`src/rtl/tick_scheduler.sv`:
```
// Shared timebase: one free-running prescaler produces baseTick, and NUM_CH programmable
// channels divide it into one-cycle enable pulses. Config is single-entry, applied on a baseTick.
module tick_scheduler #(
   parameter int unsigned NUM_CH   = 4,
   parameter int unsigned CH_W     = 2,
   parameter int unsigned PRESCALE = 100000,
   parameter int unsigned PERIOD_W = 16
) (
   input  logic                clockIn,
   input  logic                resetN,
   input  logic                cfgValid,
   output logic                cfgReady,
   input  logic [CH_W-1:0]     cfgChannel,
   input  logic [PERIOD_W-1:0] cfgPeriod,
   output logic                baseTick,
   output logic [NUM_CH-1:0]   tickOut,
   output logic [NUM_CH-1:0]   activeMask
);

   localparam int unsigned    PsW    = (PRESCALE > 1) ? $clog2(PRESCALE) : 1;
   localparam logic [PsW-1:0] PsLast = PsW'(PRESCALE - 1);

   logic [PsW-1:0]                   ps_cnt_q, ps_cnt_d;
   logic                             base_tick_q, base_tick_d;
   logic                             pend_vld_q, pend_vld_d;
   logic [CH_W-1:0]                  pend_ch_q, pend_ch_d;
   logic [PERIOD_W-1:0]              pend_per_q, pend_per_d;
   logic [NUM_CH-1:0][PERIOD_W-1:0] period_q, period_d;
   logic [NUM_CH-1:0][PERIOD_W-1:0] cnt_q, cnt_d;
   logic [NUM_CH-1:0]                tick_q, tick_d;
   logic [NUM_CH-1:0]                active_q, active_d;
   logic                             cfg_xfer;
   logic                             cfg_apply;

   always_comb begin
      ps_cnt_d    = (ps_cnt_q == PsLast) ? '0 : ps_cnt_q + PsW'(1);
      base_tick_d = (ps_cnt_q == PsLast);
   end

   // Pending is only set on the edge that ends the transfer cycle, so a baseTick coincident
   // with the transfer is never used; the apply always lands on a later baseTick.
   assign cfg_xfer  = cfgValid && !pend_vld_q;
   assign cfg_apply = pend_vld_q && base_tick_q;

   always_comb begin
      pend_vld_d = pend_vld_q;
      pend_ch_d  = pend_ch_q;
      pend_per_d = pend_per_q;
      if (cfg_apply) begin
         pend_vld_d = 1'b0;
      end else if (cfg_xfer) begin
         pend_vld_d = 1'b1;
         pend_ch_d  = cfgChannel;
         pend_per_d = cfgPeriod;
      end
   end

   // Out-of-range channel indices match no channel, so they drain the pending slot silently.
   always_comb begin
      period_d = period_q;
      cnt_d    = cnt_q;
      tick_d   = '0;
      active_d = '0;
      for (int ch = 0; ch < NUM_CH; ch++) begin
         if (cfg_apply && (pend_ch_q == CH_W'(ch))) begin
            period_d[ch] = pend_per_q;
            cnt_d[ch]    = '0;
         end else if (base_tick_q && (period_q[ch] != '0)) begin
            if (cnt_q[ch] == period_q[ch] - PERIOD_W'(1)) begin
               cnt_d[ch]  = '0;
               tick_d[ch] = 1'b1;
            end else begin
               cnt_d[ch] = cnt_q[ch] + PERIOD_W'(1);
            end
         end
         active_d[ch] = (period_d[ch] != '0);
      end
   end

   always_ff @(posedge clockIn or negedge resetN) begin
      if (!resetN) begin
         ps_cnt_q    <= '0;
         base_tick_q <= 1'b0;
         pend_vld_q  <= 1'b0;
         pend_ch_q   <= '0;
         pend_per_q  <= '0;
         period_q    <= '0;
         cnt_q       <= '0;
         tick_q      <= '0;
         active_q    <= '0;
      end else begin
         ps_cnt_q    <= ps_cnt_d;
         base_tick_q <= base_tick_d;
         pend_vld_q  <= pend_vld_d;
         pend_ch_q   <= pend_ch_d;
         pend_per_q  <= pend_per_d;
         period_q    <= period_d;
         cnt_q       <= cnt_d;
         tick_q      <= tick_d;
         active_q    <= active_d;
      end
   end

   assign cfgReady   = !pend_vld_q;
   assign baseTick   = base_tick_q;
   assign tickOut    = tick_q;
   assign activeMask = active_q;

endmodule

```
`config.mk`:
```
export PLATFORM = sky130hd
export DESIGN_NAME = tick_scheduler
export DESIGN_NICKNAME = d
export VERILOG_FILES = /design/src/rtl/tick_scheduler.sv
export SDC_FILE = /design/constraint.sdc
export NUM_CORES = 1
export LEC_CHECK = 0
export ABC_AREA = 1
export CORE_AREA = 2 2 216 218
export DETAILED_ROUTE_END_ITERATION = 8
export DIE_AREA = 0 0 218 220
export PLACE_DENSITY = 0.42
export SLEW_MARGIN = 0
export SYNTH_ARGS = -nofsm -noshare
export SYNTH_HDL_FRONTEND = slang
export SYNTH_SLANG_ARGS = --single-unit
```
`constraint.sdc`:
```
create_clock -name clockIn -period 3.7 [get_ports clockIn]
set_input_delay 0.74 -clock clockIn [delete_from_list [all_inputs] [get_ports clockIn]]
set_output_delay 0.74 -clock clockIn [all_outputs]
set_load 0.005 [all_outputs]
```
# == After elaboration in Yosys (flattened, before gate mapping) ==
# Index checks and enable logic that the tools add are counted.
# classes
n_bitwise,1
reduce_logical,26
n_eq_ne,8
n_mux,31
add_sub_neg,9
# op_table
op,count
$mux W16,16
$reduce_bool A16 Y1,8
$add A16 B1 Y16 const B,4
$eq A16 B16 Y1,4
$sub A16 B1 Y16 const B,4
$add A17 B1 Y17 const B,1
$eq A17 B17 Y1 const B,1
$mux W17,1
$mux W1,14
$logic_and A1 B1 Y1,10
$reduce_bool A2 Y1,5
$eq A2 B2 Y1 const B,2
$eq A2 B1 Y1 const B,1
$logic_not A2 Y1,1
$reduce_and A2 Y1,1
$logic_not A1 Y1,1
$not A1 Y1,1
# word_totals
register_bits,173
in_bits,21
elab_cells,90

# == Depth between registers and ports, before layout ==
# logic_depth
depth_word,5
ltp_mapped,15
ltp_nobuf,14

# == Worst setup path before layout ==
# Ideal clock, no wire load.
# synth_path
kind,flip-flop to flip-flop
startpoint,register period_q[16] (netlist name)
endpoint,register cnt_q[31] (netlist name)
path_slack_ps,1757
arrival_ps,1825
stages_incl_launch_ff,15
path_cell_list,dfrtp_1 inv_1 ha_1 nand2_2 nor2_2 nand2_1 nand2_1 nand2_1 inv_1 nand3_1 nor2_4 nand3_4 buf_6 nand3_1 nand2_1
# synth_via
elab_chain_cells,5
# synth_rtl
element,line_no,text
"start, declared",28,"logic [NUM_CH-1:0][PERIOD_W-1:0] period_q, period_d;"
"start signal, assigned",97,period_q <= period_d;
$sub A16 B1 Y16,69,if (cnt_q[ch] == period_q[ch] - PERIOD_W'(1)) begin
$eq A16 B16 Y1,69,
$mux W16,69,
$mux W16,68,end else if (base_tick_q && (period_q[ch] != '0)) begin
$mux W16,65,if (cfg_apply && (pend_ch_q == CH_W'(ch))) begin
"end signal, assigned",98,cnt_q <= cnt_d;
"end, declared",29,"logic [NUM_CH-1:0][PERIOD_W-1:0] cnt_q, cnt_d;"
# Parallel ways exist; a longest one is shown, timed or not. The select of a mux whose other input is x is not followed.
# A chain may end at the register's enable or synchronous reset.

# == Worst setup path in the final report ==
# layout_path
startpoint,register period_q[48] (netlist name)
endpoint,register cnt_q[52] (netlist name)
# The elaborated chain is that of the path after synthesis.

==> reports/results.tsv <==
metric	value	unit
share of layout cells above drive strength 1	6.19	%
setup TNS	0	ns
area grow syn2layout	13.0	%
worst skew pair latency	0.46	ns
cts hold-fix bufs	0	
Pins Over Slew Limit	0	
M3 GR Usage	1.67	%
final clock skew	0.0118	ns
min-delay worst type	in2async	
Num Clock Sinks	173	
post-route setup slack	1.03	ns
Fmax	374	MHz
Core Rows	79	
distinct cell type count after synthesis	41	
syn_area_per_cell	7.08	um^2
Period Utilization, post-route	72.3	%
final hold slack	0.284	ns
port bufs	30	
Reg clk slew, reported paths	0.08	ns
I/O pin count	31	
Initial Utilization	24.7	%
VDD IR max	0.306	mV
die area	0.0480	mm^2
post-placement cell count	2206	
Worst Setup Path Type	reg2reg	
final RePlAce weighted congestion	0.813	
WL/cell	14.0	um
largest net degree at the start of global routing	70	
Reg2Reg Launch Point	period_q[48]	
M1 GR Usage	18.6	%
# H-tree levels	4	
drt pass-1 iters	5	
CP top delay family	simple AND/OR/NAND/NOR gates	
Post-CTS Setup Repair Bufs	0	
Worst-Margin Slew	0.912	ns
CP Capture Type	flop	
WP data required	4.01	ns
Crit path top cell by count	nand2_1	
Antenna Diode Count	0	
power per cell area	303	mW/mm^2
CP cell instances	inv_1, ha_1, nand2_1, nor2_1, nand4_1, nand2_1, nand2_1, clkinv_1, nand2_1, o21ai_0	
Post-synth EDFFs	0	
Overall Power	3.88	mW
CP arrival	2.99	ns
initial drt markers	739	
pre-CTS setup slack	1.00	ns
deepest clock path buffer count	2	
Die Wd	218	um
Filler cells	5030	
global route overflow	0	
Root Driver	clkbuf_16	
commonest non-fill, non-tap cells in the layout	nand2_1 (480), inv_1 (202), dfrtp_1 (173), nor2_1 (166), nand3_1 (112)	
FF-to-FF End	cnt_q[52]	
most utilized layer in the global route result	met2	
outcome	complete, no violations	
initial antenna violation count	0	
Final Setup Violations	0	
flop2flop setup slack	1.03	ns
final WL	31.3	mm
Synth Register Bits	173	
Pleak	6.66	nW
final non-filler cell total	2238	
TritonCTS clock tree	yes	
Vert. Die Dim	220	um
slowest cell on the critical path	nand2_1	
area of the core	0.0459	mm^2
Max-Cap Viols	0	
delay of the slowest cell on the worst path	0.62	ns
vias in the first global route	9595	
Worst slew margin	39.0	%
post-synthesis cell area	0.0113	mm^2
DR vias/cell	4.40	
syn nets	1630	
most common cell after layout, fill and taps aside	nand2_1	
ys flop type	dfrtp_1	
Post-synth ARST share	100	%
TritonCTS buffer count	17	
Buf/Inv on CP	2	
hpwl dp	23.3	mm
Post-Synthesis Cells	1600	
Min Clock Period, post-route	2.67	ns
crit start category	flop	
synth warn	0	
Hold Violations, Final	0	
Final Net Count	1648	
FF-to-FF path depth	10	
CP max FO	23	
first-pass GRT wire length	52.3	mm
cts repair resizes	0	
gr usage total	13.8	%
via count	9843	
sequential share of the synthesized area	38.2	%
GR Util met2	23.2	%
DR DRC count	0	
RSZ-0062 raised after global routing	no	
Final ANT Viol Nets	0	
==> cell usage after synthesis (2+ instances only) <==
cell      number  share of area [%]
a21oi_1       41                1.8
o21ai_0       83                3.7
inv_1        202                6.7
nand4_1       44                2.4
inv_2          4               0.13
xnor2_1       28                2.2
nand3_4        4               0.62
nand3_2        7               0.62
or2_2          8               0.44
buf_6         11                1.1
ha_1           9               0.99
mux2_2         2               0.20
nand2_4        4               0.40
buf_4          4               0.27
nand3b_1      32                2.1
and2_1         3               0.17
o21ai_1        5               0.22
nor3_1        21               0.93
nand3_1      112                4.9
dfrtp_1      173                 38
buf_2          9               0.40
clkinv_1       2              0.066
nor3_2         3               0.27
nor4_1        19                1.0
xor2_1        66                5.1
nand2_2        4               0.22
clkbuf_1      12               0.40
nor3b_1        4               0.27
nor2_4         6               0.60
o21bai_1       3               0.20
nor2_1       166                5.5
o21a_1         5               0.33
nand2_1      480                 16
nor2_2        17               0.94
==> logic make-up (layout without fill, tap and decap cells) <==
logic type                 after synthesis  after routing  share of synthesized area, %
AOI/OAI and AO/OA                      140            140                          6.61
muxes                                    2              2                         0.199
adders and majority gates                9              9                         0.994
DFF                                    173            173                          38.2
xor gates and xnor gates                94             94                          7.27
buffers and inverters                  246            277                          9.17
and+or+nand+nor                        936            936                          37.5
==> worst reg2reg max path, cell delays in order, from the launching register on <==
cell,delay [ns]
dfrtp_1,0.37
inv_1,0.11
ha_1,0.26
nand2_1,0.17
nor2_1,0.10
nand4_1,0.08
nand2_1,0.09
nand2_1,0.62
clkinv_1,0.50
nand2_1,0.14
o21ai_0,0.09
==> worst max-delay path by stage <==
| stage | slack [ns] | from | cells after the start | to |
|---|---|---|---|---|
| 2_1_floorplan | 1.76 | period_q[16] | 14 | cnt_q[31] |
| 3_3_place_gp | 1.11 | period_q[48] | 10 | cnt_q[52] |
| 3_5_place_dp | 1.00 | period_q[48] | 10 | cnt_q[52] |
| 4_1_cts | 1.00 | period_q[48] | 10 | cnt_q[52] |
| 5_1_grt | 0.74 | period_q[48] | 10 | cnt_q[53] |
| 6_report | 1.03 | period_q[48] | 10 | cnt_q[52] |
==> state kept, by name, summed over array words and instances, names as in the netlist <==
| name | cells |
|---|---|
| cnt_q | 64 |
| period_q | 64 |
| ps_cnt_q | 17 |
| pend_per_q | 16 |
| activeMask | 4 |
| tickOut | 4 |
| pend_ch_q | 2 |
| baseTick | 1 |
| pend_vld_q | 1 |
==> report_power, final <==
part	internal, mW	switching (mW)	total (mW)
Sequential	1.89	0	1.89
Combinational	0.0229	0.0458	0.0687
Clock	1.05	0.879	1.93
Total	2.96	0.925	3.88
==> final cells by class <==
type	count	area [um^2]	area share, %
inverter	209	790	6.17
timing repair buffer	36	359	2.81
tap	607	759	5.93
clock buffer	19	453	3.54
multi-input combinational	1181	5960	46.5
sequential	173	4330	33.8
clock inverter	13	154	1.20
==> routing by layer <==
| metal | vias to the layer above | wire length, um |
|---|---|---|
| met2 | 102 | 14500 |
| met4 | 0 | 397 |
| met5 | - | 0 |
| li1 | 5123 | - |
| met3 | 19 | 711 |
| met1 | 4599 | 15700 |
==> through the flow <==
step	instance area, um^2	utilization, %
after global routing	12800	27.9
after floorplan	11300	-
after global placement	12200	26.6
final	12800	27.9
after detailed placement	12200	26.6
after CTS	12800	27.9
Note: power is estimated with default switching activity, not from simulation.
